### config.mk
export PLATFORM = sky130hd
export DESIGN_NAME = gate_sweep_ctrl
export DESIGN_NICKNAME = d
export VERILOG_FILES = /design/src/rtl/gate_sweep_pkg.sv /design/src/rtl/gate_sweep_ctrl.sv
export SDC_FILE = /design/constraint.sdc
export NUM_CORES = 1
export LEC_CHECK = 0
export BUFFER_PORTS_ARGS = -buffer_cell sky130_fd_sc_hd__buf_2
export CORE_MARGIN = 2
export CORE_UTILIZATION = 52
export DETAILED_ROUTE_END_ITERATION = 8
export PLACE_DENSITY = 0.74
export REMOVE_ABC_BUFFERS = 1
export SLEW_MARGIN = 10
export SYNTH_ARGS = -nofsm -noshare
export SYNTH_HDL_FRONTEND = slang
export SYNTH_SLANG_ARGS = --single-unit
export TNS_END_PERCENT = 50
### constraint.sdc
create_clock -name clk -period 2.4 [get_ports clk]
set_input_delay 0.48 -clock clk [delete_from_list [all_inputs] [get_ports clk]]
set_output_delay 0.48 -clock clk [all_outputs]
set_load 0.05 [all_outputs]
### src/rtl/gate_sweep_pkg.sv
// Shared types, constants and the golden truth table for the gate sweep controller.
package gate_sweep_pkg;

  typedef enum logic [1:0] {
    IDLE   = 2'd0,
    SETTLE = 2'd1,
    CHECK  = 2'd2,
    DONE   = 2'd3
  } state_t;

  localparam int N_GATES   = 7;
  localparam int N_VECTORS = 4;

  // Bit positions of each gate inside gate_out / fail_mask
  localparam int GATE_NOT_A = 0;
  localparam int GATE_OR    = 1;
  localparam int GATE_AND   = 2;
  localparam int GATE_NOR   = 3;
  localparam int GATE_NAND  = 4;
  localparam int GATE_XOR   = 5;
  localparam int GATE_XNOR  = 6;

  // Expected gate unit outputs for input vector {A,B}
  function automatic logic [N_GATES-1:0] golden(input logic [1:0] vec);
    logic a;
    logic b;
    logic [N_GATES-1:0] g;
    a = vec[1];
    b = vec[0];
    g = '0;
    g[GATE_NOT_A] = ~a;
    g[GATE_OR]    = a | b;
    g[GATE_AND]   = a & b;
    g[GATE_NOR]   = ~(a | b);
    g[GATE_NAND]  = ~(a & b);
    g[GATE_XOR]   = a ^ b;
    g[GATE_XNOR]  = ~(a ^ b);
    return g;
  endfunction

endpackage

### src/rtl/gate_sweep_ctrl.sv
// Built-in self-test sequencer for the two-input multiple-gate unit.
// Walks vectors 0..3, holds each for SETTLE_CYCLES cycles, then compares
// the seven gate outputs against the golden table and accumulates failures.
module gate_sweep_ctrl
  import gate_sweep_pkg::*;
#(
  parameter int SETTLE_CYCLES = 2   // legal range 1..15
) (
  input  logic                 clk,
  input  logic                 rst,
  input  logic                 start,
  input  logic                 abort,
  output logic [1:0]           gate_in,
  input  logic [N_GATES-1:0]   gate_out,
  output logic                 busy,
  output logic                 done,
  output logic                 result_valid,
  output logic                 pass,
  output logic [N_GATES-1:0]   fail_mask,
  output logic [N_VECTORS-1:0] fail_vec
);

  // Counter reload: SETTLE counts down to zero, so the vector is held
  // for reload+1 = SETTLE_CYCLES cycles before CHECK.
  localparam logic [3:0] LP_RELOAD = 4'(SETTLE_CYCLES - 1);

  state_t               r_state;
  state_t               w_state_next;
  logic [3:0]           r_cnt;
  logic [3:0]           w_cnt_next;
  logic [1:0]           r_gate_in;
  logic [1:0]           w_gate_in_next;
  logic                 r_busy;
  logic                 w_busy_next;
  logic                 r_done;
  logic                 w_done_next;
  logic                 r_result_valid;
  logic                 w_result_valid_next;
  logic                 r_pass;
  logic                 w_pass_next;
  logic [N_GATES-1:0]   r_fail_mask;
  logic [N_GATES-1:0]   w_fail_mask_next;
  logic [N_VECTORS-1:0] r_fail_vec;
  logic [N_VECTORS-1:0] w_fail_vec_next;

  logic [N_GATES-1:0]   w_err;
  logic [N_GATES-1:0]   w_fail_mask_upd;
  logic [N_VECTORS-1:0] w_vec_hit;

  assign w_err           = gate_out ^ golden(r_gate_in);
  assign w_fail_mask_upd = r_fail_mask | w_err;

  // One-hot per-vector mismatch flag for the vector currently under test
  genvar gi;
  generate
    for (gi = 0; gi < N_VECTORS; gi++) begin : g_vec_hit
      assign w_vec_hit[gi] = (r_gate_in == 2'(gi)) && (|w_err);
    end
  endgenerate

  // State and registered-output update; reset clears everything
  always_ff @(posedge clk) begin
    if (rst) begin
      r_state        <= IDLE;
      r_cnt          <= '0;
      r_gate_in      <= '0;
      r_busy         <= 1'b0;
      r_done         <= 1'b0;
      r_result_valid <= 1'b0;
      r_pass         <= 1'b0;
      r_fail_mask    <= '0;
      r_fail_vec     <= '0;
    end else begin
      r_state        <= w_state_next;
      r_cnt          <= w_cnt_next;
      r_gate_in      <= w_gate_in_next;
      r_busy         <= w_busy_next;
      r_done         <= w_done_next;
      r_result_valid <= w_result_valid_next;
      r_pass         <= w_pass_next;
      r_fail_mask    <= w_fail_mask_next;
      r_fail_vec     <= w_fail_vec_next;
    end
  end

  // Next-state decode; abort returns to IDLE from any active state
  always_comb begin
    w_state_next = r_state;
    case (r_state)
      IDLE: begin
        if (start && !abort) w_state_next = SETTLE;
      end
      SETTLE: begin
        if (abort)              w_state_next = IDLE;
        else if (r_cnt == 4'd0) w_state_next = CHECK;
      end
      CHECK: begin
        if (abort)                  w_state_next = IDLE;
        else if (r_gate_in == 2'd3) w_state_next = DONE;
        else                        w_state_next = SETTLE;
      end
      DONE: begin
        w_state_next = IDLE;
      end
      default: w_state_next = IDLE;
    endcase
  end

  // Next values of the registered outputs, counter and result masks.
  // The DONE-cycle outputs are produced on the edge leaving the last CHECK
  // so that done/result_valid/pass are visible during the DONE state.
  always_comb begin
    w_cnt_next          = r_cnt;
    w_gate_in_next      = r_gate_in;
    w_busy_next         = r_busy;
    w_done_next         = 1'b0;
    w_result_valid_next = r_result_valid;
    w_pass_next         = r_pass;
    w_fail_mask_next    = r_fail_mask;
    w_fail_vec_next     = r_fail_vec;
    case (r_state)
      IDLE: begin
        // abort together with start keeps the previous results intact
        if (start && !abort) begin
          w_gate_in_next      = 2'd0;
          w_cnt_next          = LP_RELOAD;
          w_busy_next         = 1'b1;
          w_result_valid_next = 1'b0;
          w_pass_next         = 1'b0;
          w_fail_mask_next    = '0;
          w_fail_vec_next     = '0;
        end
      end
      SETTLE: begin
        if (abort) begin
          w_busy_next    = 1'b0;
          w_gate_in_next = 2'd0;
        end else if (r_cnt != 4'd0) begin
          w_cnt_next = r_cnt - 4'd1;
        end
      end
      CHECK: begin
        if (abort) begin
          // partial masks are left as-is; result_valid is already low
          w_busy_next    = 1'b0;
          w_gate_in_next = 2'd0;
        end else begin
          w_fail_mask_next = w_fail_mask_upd;
          w_fail_vec_next  = r_fail_vec | w_vec_hit;
          if (r_gate_in == 2'd3) begin
            w_done_next         = 1'b1;
            w_busy_next         = 1'b0;
            w_result_valid_next = 1'b1;
            w_pass_next         = (w_fail_mask_upd == '0);
          end else begin
            w_gate_in_next = r_gate_in + 2'd1;
            w_cnt_next     = LP_RELOAD;
          end
        end
      end
      DONE: begin
        w_busy_next    = 1'b0;
        w_gate_in_next = 2'd0;
      end
      default: begin
        w_busy_next    = 1'b0;
        w_gate_in_next = 2'd0;
      end
    endcase
  end

  assign gate_in      = r_gate_in;
  assign busy         = r_busy;
  assign done         = r_done;
  assign result_valid = r_result_valid;
  assign pass         = r_pass;
  assign fail_mask    = r_fail_mask;
  assign fail_vec     = r_fail_vec;

endmodule

==> results of run 1 <==
## kinds of logic (layout without fill, tap and decap cells)
kind of cell | count (synthesis) | in the layout
flops | 23 | 23
compound gates | 31 | 31
xor+xnor | 6 | 6
buf+inv | 9 | 37
fa+ha+maj | 7 | 7
mux | 5 | 5
simple gates | 47 | 47
## worst max-delay path: stages, from the launching register on
cell                        delay [ns]
sky130_fd_sc_hd__dfxtp_1          0.44
sky130_fd_sc_hd__inv_1            0.10
sky130_fd_sc_hd__ha_1             0.19
sky130_fd_sc_hd__nor3b_2          0.16
sky130_fd_sc_hd__or3_4            0.42
sky130_fd_sc_hd__a2111oi_4        0.38
sky130_fd_sc_hd__mux2i_1          0.22
## final cells by class
| cell class | count | area [µm²] |
|---|---|---|
| clock inverters | 1 | 5.00 |
| multi-input cells | 96 | 711 |
| clock buffers | 3 | 22.5 |
| flip-flops and latches | 23 | 460 |
| inverters | 5 | 18.8 |
| well taps | 28 | 35.0 |
| repair buffers | 28 | 143 |
| fillers | 214 | 817 |
## through the flow
step	setup WS (ns)	util	cell area (µm²)	power (µW)
floorplan	0.395	-	1190	501
global placement	0.544	0.618	1370	538
detailed placement	0.448	0.618	1370	541
CTS	0.417	0.631	1400	721
global route	0.339	0.631	1400	743
finish	0.431	0.631	1400	716
## how the worst max path moves through the flow
stage               start       end  slack [ns]  depth (start not counted)
2_1_floorplan  gate_in[1]  r_cnt[3]        0.39                          5
3_3_place_gp     r_cnt[0]  r_cnt[3]        0.54                          6
3_5_place_dp     r_cnt[0]  r_cnt[3]        0.45                          6
4_1_cts          r_cnt[0]  r_cnt[3]        0.42                          6
5_1_grt          r_cnt[0]  r_cnt[3]        0.34                          6
6_report         r_cnt[0]  r_cnt[3]        0.43                          6
## power by group through the flow
stage	Sequential, µW	Clock [µW]	Combinational, µW
2_1_floorplan	437	0	64.5
3_3_place_gp	417	0	121
3_5_place_dp	417	0	124
4_1_cts	409	188	124
5_1_grt	411	198	134
6_report	409	183	123
## synth_stat cells, types with 2 or more instances
| library cell | count |
|---|---|
| sky130_fd_sc_hd__a21oi_1 | 11 |
| sky130_fd_sc_hd__nand2b_1 | 8 |
| sky130_fd_sc_hd__a21o_1 | 2 |
| sky130_fd_sc_hd__buf_4 | 3 |
| sky130_fd_sc_hd__nand3_1 | 3 |
| sky130_fd_sc_hd__nor2_1 | 13 |
| sky130_fd_sc_hd__nor3_1 | 3 |
| sky130_fd_sc_hd__xor2_1 | 3 |
| sky130_fd_sc_hd__inv_1 | 5 |
| sky130_fd_sc_hd__mux2i_1 | 5 |
| sky130_fd_sc_hd__dfxtp_1 | 23 |
| sky130_fd_sc_hd__a2bb2oi_1 | 2 |
| sky130_fd_sc_hd__nand2_1 | 5 |
| sky130_fd_sc_hd__nand3b_1 | 4 |
| sky130_fd_sc_hd__or3b_2 | 2 |
| sky130_fd_sc_hd__xnor2_1 | 3 |
| sky130_fd_sc_hd__a32o_1 | 3 |
| sky130_fd_sc_hd__o21ai_0 | 2 |
| sky130_fd_sc_hd__ha_1 | 7 |
## layer usage
metal  part of all wire  GRT usage
met1               0.44      0.233
met3              0.031     0.0257
met2               0.52      0.385
met4             0.0093     0.0641
met5                  0          0
## flip-flops by register name, summed over array words and instances (netlist names)
register / cells
r_cnt: 4
r_state: 2
fail_vec: 4
pass: 1
result_valid: 1
fail_mask: 7
gate_in: 2
done: 1
busy: 1
==> impl_metrics.prom, run 1 <==
# TYPE chip_impl_metric gauge
chip_impl_metric{name="hold_path_depth",unit=""} 1
chip_impl_info{name="combinational_family_with_the_most_area_after_synthesis",value="simple AND/OR/NAND/NOR gates"} 1
chip_impl_info{name="ys_dominant_reg_cell",value="sky130_fd_sc_hd__dfxtp_1"} 1
chip_impl_metric{name="grt_first_pass_wirelength",unit="µm"} 4170
chip_impl_metric{name="ioPinCount",unit=""} 28
chip_impl_metric{name="drtAntennaViolNets",unit=""} 0
chip_impl_metric{name="worst-r2r-setup-slack",unit="ns"} 0.43
chip_impl_metric{name="synthXorXnorAreaFrac",unit=""} 0.0429
chip_impl_metric{name="synthesis.yosys.warnings",unit=""} 0
chip_impl_metric{name="route.detailed.drc",unit=""} 0
chip_impl_metric{name="hold-worst-slack",unit="ns"} 0.480
chip_impl_metric{name="post_synth_mux_area_share",unit=""} 0.0409
chip_impl_info{name="run_status",value="complete, no violations"} 1
chip_impl_metric{name="postRouteWirelength",unit="µm"} 2480
chip_impl_metric{name="die_height",unit="µm"} 52.5
chip_impl_metric{name="cts_max_path_buffers",unit=""} 2
chip_impl_metric{name="path_clk_slew",unit="ns"} 0.13
chip_impl_metric{name="r2r_cells",unit=""} 6
chip_impl_metric{name="detail_route.wl_per_cell",unit="µm"} 13.5
chip_impl_metric{name="placed_cells_incl_taps",unit=""} 180
chip_impl_metric{name="ratio_of_final_minimum_period_to_clock_period",unit=""} 0.820
chip_impl_metric{name="initial_utilization",unit=""} 0.553
chip_impl_metric{name="worst-endpoint-arrival",unit="ns"} 2.22
chip_impl_metric{name="final_net_count",unit=""} 175
chip_impl_metric{name="rows",unit=""} 17
chip_impl_metric{name="path_max_fanout",unit=""} 6
chip_impl_info{name="clock-root-buffer",value="sky130_fd_sc_hd__clkbuf_4"} 1
chip_impl_metric{name="hpwl",unit="µm"} 1940
chip_impl_info{name="commonest_cells_after_routing_fill_and_taps_aside",value="27 x sky130_fd_sc_hd__buf_2, 23 x sky130_fd_sc_hd__dfxtp_1, 13 x sky130_fd_sc_hd__nor2_1"} 1
chip_impl_metric{name="cts_num_sinks",unit=""} 23
chip_impl_metric{name="area_delta_synth_final",unit="%"} 14.0
chip_impl_metric{name="number_of_enable_type_register_cells_in_the_synthesized_netlist",unit=""} 0
chip_impl_metric{name="netlist_area",unit="µm²"} 1220
chip_impl_metric{name="switching_share",unit=""} 0.291
chip_impl_metric{name="clock.fmax",unit="MHz"} 508
chip_impl_metric{name="synth_seq_cells",unit=""} 23
chip_impl_metric{name="placement.io_buffers",unit=""} 27
chip_impl_metric{name="power_density",unit="nW/µm²"} 513
chip_impl_metric{name="detail_route.iter0.violations",unit=""} 27
chip_impl_metric{name="post_cts.repair.setup_buffers",unit=""} 0
chip_impl_metric{name="ys_async_sr_fraction",unit=""} 0
chip_impl_info{name="kind_of_launch_point_of_the_worst_setup_path",value="flop"} 1
chip_impl_info{name="min-delay-start",value="fail_vec[1]"} 1
chip_impl_metric{name="grt_max_degree",unit=""} 17
chip_impl_metric{name="core-area",unit="µm²"} 2210
chip_impl_metric{name="maxCapViolCount",unit=""} 0
chip_impl_metric{name="cts_made_buffers",unit=""} 3
chip_impl_metric{name="power_frac_seq",unit=""} 0.571
chip_impl_metric{name="worst-slew-pin-transition",unit="ns"} 0.458
chip_impl_metric{name="global_route.usage.total",unit=""} 0.204
chip_impl_metric{name="timing.clock.skew",unit="ns"} 0.00146
chip_impl_metric{name="clk_latency",unit="ns"} 0.31
chip_impl_metric{name="cp_data_required_time",unit="ns"} 2.65
chip_impl_info{name="unrepaired_setup_endpoints_after_global_routing",value="no"} 1
chip_impl_metric{name="setup_viol",unit=""} 0
chip_impl_info{name="cts_tree",value="done"} 1
chip_impl_metric{name="die_area",unit="µm²"} 2760
chip_impl_metric{name="synth_compound_area_frac",unit=""} 0.193
chip_impl_metric{name="netlist-cell-type-count",unit=""} 40
chip_impl_metric{name="synth.avg_cell_area",unit="µm²"} 9.56
chip_impl_metric{name="p_leak",unit="µW"} 0.000595
chip_impl_metric{name="quantity_of_hold_fixing_buffers_added_after_cts",unit=""} 0
chip_impl_metric{name="power.net_switching",unit="µW"} 209
chip_impl_metric{name="synthDominantCellAreaShare",unit=""} 0.376
chip_impl_metric{name="htreeDepth",unit=""} 1
chip_impl_metric{name="period_minus_slack",unit="ns"} 1.97
chip_impl_info{name="crit-reg2reg-capture",value="r_cnt[3]"} 1
chip_impl_metric{name="vias_in_the_first_global_route",unit=""} 981
chip_impl_metric{name="netlist_instances",unit=""} 128
chip_impl_info{name="holdPathEnd",value="fail_vec[1]"} 1
chip_impl_metric{name="portion_of_the_post_synthesis_area_used_by_sequential_elements",unit=""} 0.376
chip_impl_metric{name="hold_violations",unit=""} 0
chip_impl_info{name="netlist.top_cell.by_area",value="sky130_fd_sc_hd__dfxtp_1"} 1
chip_impl_metric{name="synth_simple_gate_area_share",unit=""} 0.232
chip_impl_metric{name="final_max_slew_viol_count",unit=""} 0
chip_impl_metric{name="power_frac_clock",unit=""} 0.256
chip_impl_metric{name="ir_drop",unit="V"} 0.000403
chip_impl_metric{name="yosys.area_share.adder",unit=""} 0.0716
chip_impl_metric{name="viasPerCell",unit=""} 5.50
chip_impl_metric{name="gp_congestion",unit=""} 0.749
chip_impl_metric{name="cts-resized-gates",unit=""} 0
chip_impl_metric{name="number_of_vias_after_detailed_routing",unit=""} 1012
chip_impl_metric{name="dr.pass1.iters",unit=""} 4
chip_impl_info{name="timing.critical_path.to_type",value="flop"} 1
chip_impl_metric{name="die_x",unit="µm"} 52.5
chip_impl_metric{name="share_comb_of_total_power",unit=""} 0.172
chip_impl_metric{name="max-slew-margin-rel",unit=""} 0.693
chip_impl_metric{name="fin_tns_setup",unit="ns"} 0
chip_impl_metric{name="fin_cells",unit=""} 184
chip_impl_info{name="timing.hold.worst.class",value="flop to flop"} 1
chip_impl_metric{name="antenna-diode-count",unit=""} 0
chip_impl_info{name="crit_type",value="flop to flop"} 1
chip_impl_metric{name="layout_cell_share_with_drive_strength_beyond_1",unit=""} 0.269
chip_impl_info{name="rr_startpoint",value="r_cnt[0]"} 1
chip_impl_info{name="post_synth_main_area_contributors",value="sky130_fd_sc_hd__dfxtp_1 38%, sky130_fd_sc_hd__ha_1 7.2%, sky130_fd_sc_hd__a21oi_1 4.5%"} 1
chip_impl_metric{name="intPower",unit="µW"} 507
chip_impl_metric{name="global_route.overflow_total",unit=""} 0
chip_impl_metric{name="antenna_found_initial",unit=""} 0
chip_impl_info{name="layout_commonest_cell",value="sky130_fd_sc_hd__buf_2"} 1
Note: power is estimated with default switching activity, not from simulation.
==> run 2: changes to the inputs <==
--- a/config.mk
+++ b/config.mk
@@ -5,11 +5,12 @@
 export SDC_FILE = /design/constraint.sdc
 export NUM_CORES = 1
 export LEC_CHECK = 0
+export ABC_AREA = 1
 export BUFFER_PORTS_ARGS = -buffer_cell sky130_fd_sc_hd__buf_2
 export CORE_MARGIN = 2
-export CORE_UTILIZATION = 52
+export CORE_UTILIZATION = 53
 export DETAILED_ROUTE_END_ITERATION = 8
-export PLACE_DENSITY = 0.74
+export PLACE_DENSITY = 0.75
 export REMOVE_ABC_BUFFERS = 1
 export SLEW_MARGIN = 10
 export SYNTH_ARGS = -nofsm -noshare
==> constraint.sdc (replaced) <==
create_clock -name clk -period 2 [get_ports clk]
set_input_delay 0.4 -clock clk [delete_from_list [all_inputs] [get_ports clk]]
set_output_delay 0.4 -clock clk [all_outputs]
set_load 0.05 [all_outputs]
==> run 2 against run 1 <==
Compared with the run above: combinational power rose by 130%; fmax rose by 19%; critical path depth rose by 4; clock power rose by 18%; die area rose by 5.8%; clock skew rose by 0.0025 ns; via count rose by 24%; critical path type unchanged; largest cell class unchanged.
==> impl_metrics.prom, run 2 <==
# TYPE chip_impl_metric gauge
chip_impl_metric{name="synthDominantCellAreaShare",unit=""} 0.347
chip_impl_metric{name="die_area",unit="µm²"} 2920
chip_impl_metric{name="initial_utilization",unit=""} 0.545
chip_impl_info{name="timing.critical_path.to_type",value="flop"} 1
chip_impl_metric{name="final_net_count",unit=""} 259
chip_impl_metric{name="global_route.usage.total",unit=""} 0.204
chip_impl_metric{name="global_route.overflow_total",unit=""} 0
chip_impl_metric{name="route.detailed.drc",unit=""} 0
chip_impl_info{name="holdPathEnd",value="gate_in[1]"} 1
chip_impl_metric{name="antenna_found_initial",unit=""} 0
chip_impl_metric{name="vias_in_the_first_global_route",unit=""} 1046
chip_impl_metric{name="clk_latency",unit="ns"} 0.30
chip_impl_metric{name="layout_cell_share_with_drive_strength_beyond_1",unit=""} 0.188
chip_impl_metric{name="power_density",unit="nW/µm²"} 664
chip_impl_metric{name="hpwl",unit="µm"} 2200
chip_impl_metric{name="netlist-cell-type-count",unit=""} 20
chip_impl_metric{name="grt_max_degree",unit=""} 14
chip_impl_metric{name="cts_made_buffers",unit=""} 3
chip_impl_metric{name="dr.pass1.iters",unit=""} 4
chip_impl_metric{name="portion_of_the_post_synthesis_area_used_by_sequential_elements",unit=""} 0.347
chip_impl_metric{name="path_clk_slew",unit="ns"} 0.13
chip_impl_metric{name="viasPerCell",unit=""} 4.63
chip_impl_info{name="crit_path_max_delay_cell_type",value="sky130_fd_sc_hd__dfxtp_1"} 1
chip_impl_metric{name="cp_data_required_time",unit="ns"} 2.25
chip_impl_metric{name="period_minus_slack",unit="ns"} 1.66
chip_impl_metric{name="grt_first_pass_wirelength",unit="µm"} 4360
chip_impl_info{name="kind_of_launch_point_of_the_worst_setup_path",value="flop"} 1
chip_impl_info{name="ys_top_cells_by_count",value="65 x sky130_fd_sc_hd__nand2_1, 35 x sky130_fd_sc_hd__inv_1, 25 x sky130_fd_sc_hd__nor2_1"} 1
chip_impl_metric{name="cts_num_sinks",unit=""} 23
chip_impl_metric{name="synthesis.yosys.warnings",unit=""} 0
chip_impl_info{name="critical-path-top-cell-by-count",value="sky130_fd_sc_hd__nor2_1"} 1
chip_impl_metric{name="cts-resized-gates",unit=""} 0
chip_impl_metric{name="gr-usage-met1",unit=""} 0.260
chip_impl_metric{name="p_leak",unit="µW"} 0.000795
chip_impl_metric{name="max-slew-margin-rel",unit=""} 0.770
chip_impl_metric{name="synth.avg_cell_area",unit="µm²"} 6.28
chip_impl_metric{name="ratio_of_final_minimum_period_to_clock_period",unit=""} 0.830
chip_impl_metric{name="post_cts.repair.setup_buffers",unit=""} 0
chip_impl_metric{name="detail_route.iter0.violations",unit=""} 21
chip_impl_info{name="netlist.top_cell.by_area",value="sky130_fd_sc_hd__dfxtp_1"} 1
chip_impl_metric{name="fin_cells",unit=""} 270
chip_impl_metric{name="gr-usage-met2",unit=""} 0.364
chip_impl_metric{name="r2r_cells",unit=""} 10
chip_impl_metric{name="die_height",unit="µm"} 54
chip_impl_metric{name="postRouteWirelength",unit="µm"} 2680
chip_impl_metric{name="worst-endpoint-arrival",unit="ns"} 1.91
chip_impl_metric{name="ir_drop",unit="V"} 0.000429
chip_impl_metric{name="gp_congestion",unit=""} 0.831
chip_impl_metric{name="crit_path_max_incr_delay",unit="ns"} 0.47
chip_impl_metric{name="clock.fmax",unit="MHz"} 603
chip_impl_info{name="crit-reg2reg-capture",value="pass"} 1
chip_impl_metric{name="netlist_area",unit="µm²"} 1330
chip_impl_info{name="rr_startpoint",value="gate_in[1]"} 1
chip_impl_info{name="clock-root-buffer",value="sky130_fd_sc_hd__clkbuf_4"} 1
chip_impl_metric{name="netlist_instances",unit=""} 211
chip_impl_metric{name="ioPinCount",unit=""} 28
chip_impl_metric{name="maxCapViolCount",unit=""} 0
chip_impl_metric{name="number_of_vias_after_detailed_routing",unit=""} 1250
chip_impl_metric{name="placed_cells_incl_taps",unit=""} 266
chip_impl_metric{name="finalInstanceArea",unit="µm²"} 1520
chip_impl_metric{name="placed_instance_area",unit="µm²"} 1490
chip_impl_info{name="global_route.peak_usage_layer",value="met2"} 1
chip_impl_info{name="layout_commonest_cell",value="sky130_fd_sc_hd__nand2_1"} 1
chip_impl_metric{name="global_route.usage.met3",unit=""} 0.0250
chip_impl_metric{name="placement.io_buffers",unit=""} 27
chip_impl_metric{name="worst-slew-pin-transition",unit="ns"} 0.344
chip_impl_metric{name="largest_register_ff_count",unit=""} 7
chip_impl_metric{name="final_max_slew_viol_count",unit=""} 0
chip_impl_metric{name="path_max_fanout",unit=""} 7
chip_impl_metric{name="area_delta_synth_final",unit="%"} 14.4
chip_impl_metric{name="power.total",unit="µW"} 1010
chip_impl_metric{name="setup_viol",unit=""} 0
chip_impl_info{name="ys_dominant_reg_cell",value="sky130_fd_sc_hd__dfxtp_1"} 1
chip_impl_metric{name="ys_async_sr_fraction",unit=""} 0
chip_impl_metric{name="core-area",unit="µm²"} 2430
chip_impl_metric{name="hold_path_depth",unit=""} 2
chip_impl_info{name="crit_family",value="simple AND/OR/NAND/NOR gates"} 1
chip_impl_info{name="cts_tree",value="done"} 1
chip_impl_metric{name="drtAntennaViolNets",unit=""} 0
chip_impl_metric{name="crit_buf_inv",unit=""} 2
chip_impl_metric{name="htreeDepth",unit=""} 1
chip_impl_metric{name="quantity_of_hold_fixing_buffers_added_after_cts",unit=""} 0
chip_impl_info{name="yosys.cell_count.top_type",value="sky130_fd_sc_hd__nand2_1"} 1
chip_impl_metric{name="worst-r2r-setup-slack",unit="ns"} 0.34
chip_impl_info{name="timing.hold.worst.class",value="input port to flop"} 1
chip_impl_info{name="unrepaired_setup_endpoints_after_global_routing",value="no"} 1
chip_impl_metric{name="timing.clock.skew",unit="ns"} 0.00396
chip_impl_metric{name="cts_max_path_buffers",unit=""} 2
chip_impl_metric{name="number_of_enable_type_register_cells_in_the_synthesized_netlist",unit=""} 0
chip_impl_info{name="run_status",value="complete, no violations"} 1
chip_impl_metric{name="rows",unit=""} 18
chip_impl_metric{name="hold_violations",unit=""} 0
chip_impl_info{name="crit_type",value="flop to flop"} 1
chip_impl_metric{name="fin_tns_setup",unit="ns"} 0
chip_impl_metric{name="synth_seq_cells",unit=""} 23
chip_impl_info{name="post_synth_main_area_contributors",value="sky130_fd_sc_hd__dfxtp_1 35%, sky130_fd_sc_hd__nand2_1 18%, sky130_fd_sc_hd__inv_1 9.9%"} 1
chip_impl_metric{name="antenna-diode-count",unit=""} 0
chip_impl_metric{name="die_x",unit="µm"} 54
chip_impl_info{name="min-delay-start",value="rst"} 1
chip_impl_metric{name="detail_route.wl_per_cell",unit="µm"} 9.92
chip_impl_info{name="cp_cell_sequence",value="inv_1 -> ha_1 -> inv_1 -> nand2_1 -> nand2_1 -> nor2_1 -> nand3_1 -> nor2_1 -> nor2_1 -> nor2_1"} 1
chip_impl_info{name="commonest_cells_after_routing_fill_and_taps_aside",value="65 x sky130_fd_sc_hd__nand2_1, 35 x sky130_fd_sc_hd__inv_1, 27 x sky130_fd_sc_hd__buf_2"} 1
==> run 2: changes by cell type after synthesis, sizes merged, moves of 8 or more <==
cell    previous run  this run
nand2              5        70
inv                5        39
nor2              13        28
nand3              3        13
a21oi             11        19
nand2b             8         0
==> run 2: layout make-up <==
class | count | area (µm²)
clock buffers | 3 | 22.5
fillers | 245 | 916
repair buffers | 27 | 135
inverters | 39 | 146
clock inverters | 1 | 5.00
flip-flops and latches | 23 | 460
well taps | 30 | 37.5
multi-input cells | 147 | 709
==> run 2: cell families after synthesis <==
logic type | synth area share
flip-flops | 0.347
adder cells (fa/ha/maj) | 0.0661
AO/OA/AOI/OAI | 0.0935
AND/OR/NAND/NOR | 0.369
XOR/XNOR | 0.00661
buffers and inverters | 0.117
==> run 2: metal layers <==
| layer | vias to the layer above | routed length [µm] |
|---|---|---|
| li1 | 698 | - |
| met1 | 533 | 1300 |
| met2 | 17 | 1290 |
| met3 | 2 | 71 |
| met4 | 0 | 12 |
| met5 | - | 0 |
==> run 2: power breakdown <==
| group | internal (µW) | leakage (µW) | switching [µW] | total [µW] |
|---|---|---|---|---|
| Combinational | 85.4 | 0.000590 | 199 | 285 |
| Sequential | 484 | 0.000187 | 22.3 | 507 |
| Clock | 74.5 | 0.0000177 | 142 | 216 |
| Total | 644 | 0.000795 | 363 | 1010 |
==> run 2: worst max path at each step <==
| stage | start | end | slack (ns) | cells after the start |
|---|---|---|---|---|
| 2_1_floorplan | gate_in[0] | fail_vec[3] | 0.18 | 10 |
| 3_3_place_gp | gate_in[1] | pass | 0.41 | 10 |
| 3_5_place_dp | gate_in[1] | fail_vec[1] | 0.37 | 10 |
| 4_1_cts | gate_in[1] | pass | 0.35 | 10 |
| 5_1_grt | gate_in[1] | fail_vec[1] | 0.13 | 10 |
| 6_report | gate_in[1] | pass | 0.34 | 10 |
==> run 2: metrics by stage <==
step | utilization | hold WS [ns] | setup WS (ns)
2_1_floorplan | - | 0.435 | 0.175
3_3_place_gp | 0.612 | 0.441 | 0.414
4_1_cts | 0.623 | 0.351 | 0.352
5_1_grt | 0.623 | 0.349 | 0.131
6_report | 0.623 | 0.355 | 0.341
3_5_place_dp | 0.612 | 0.445 | 0.374
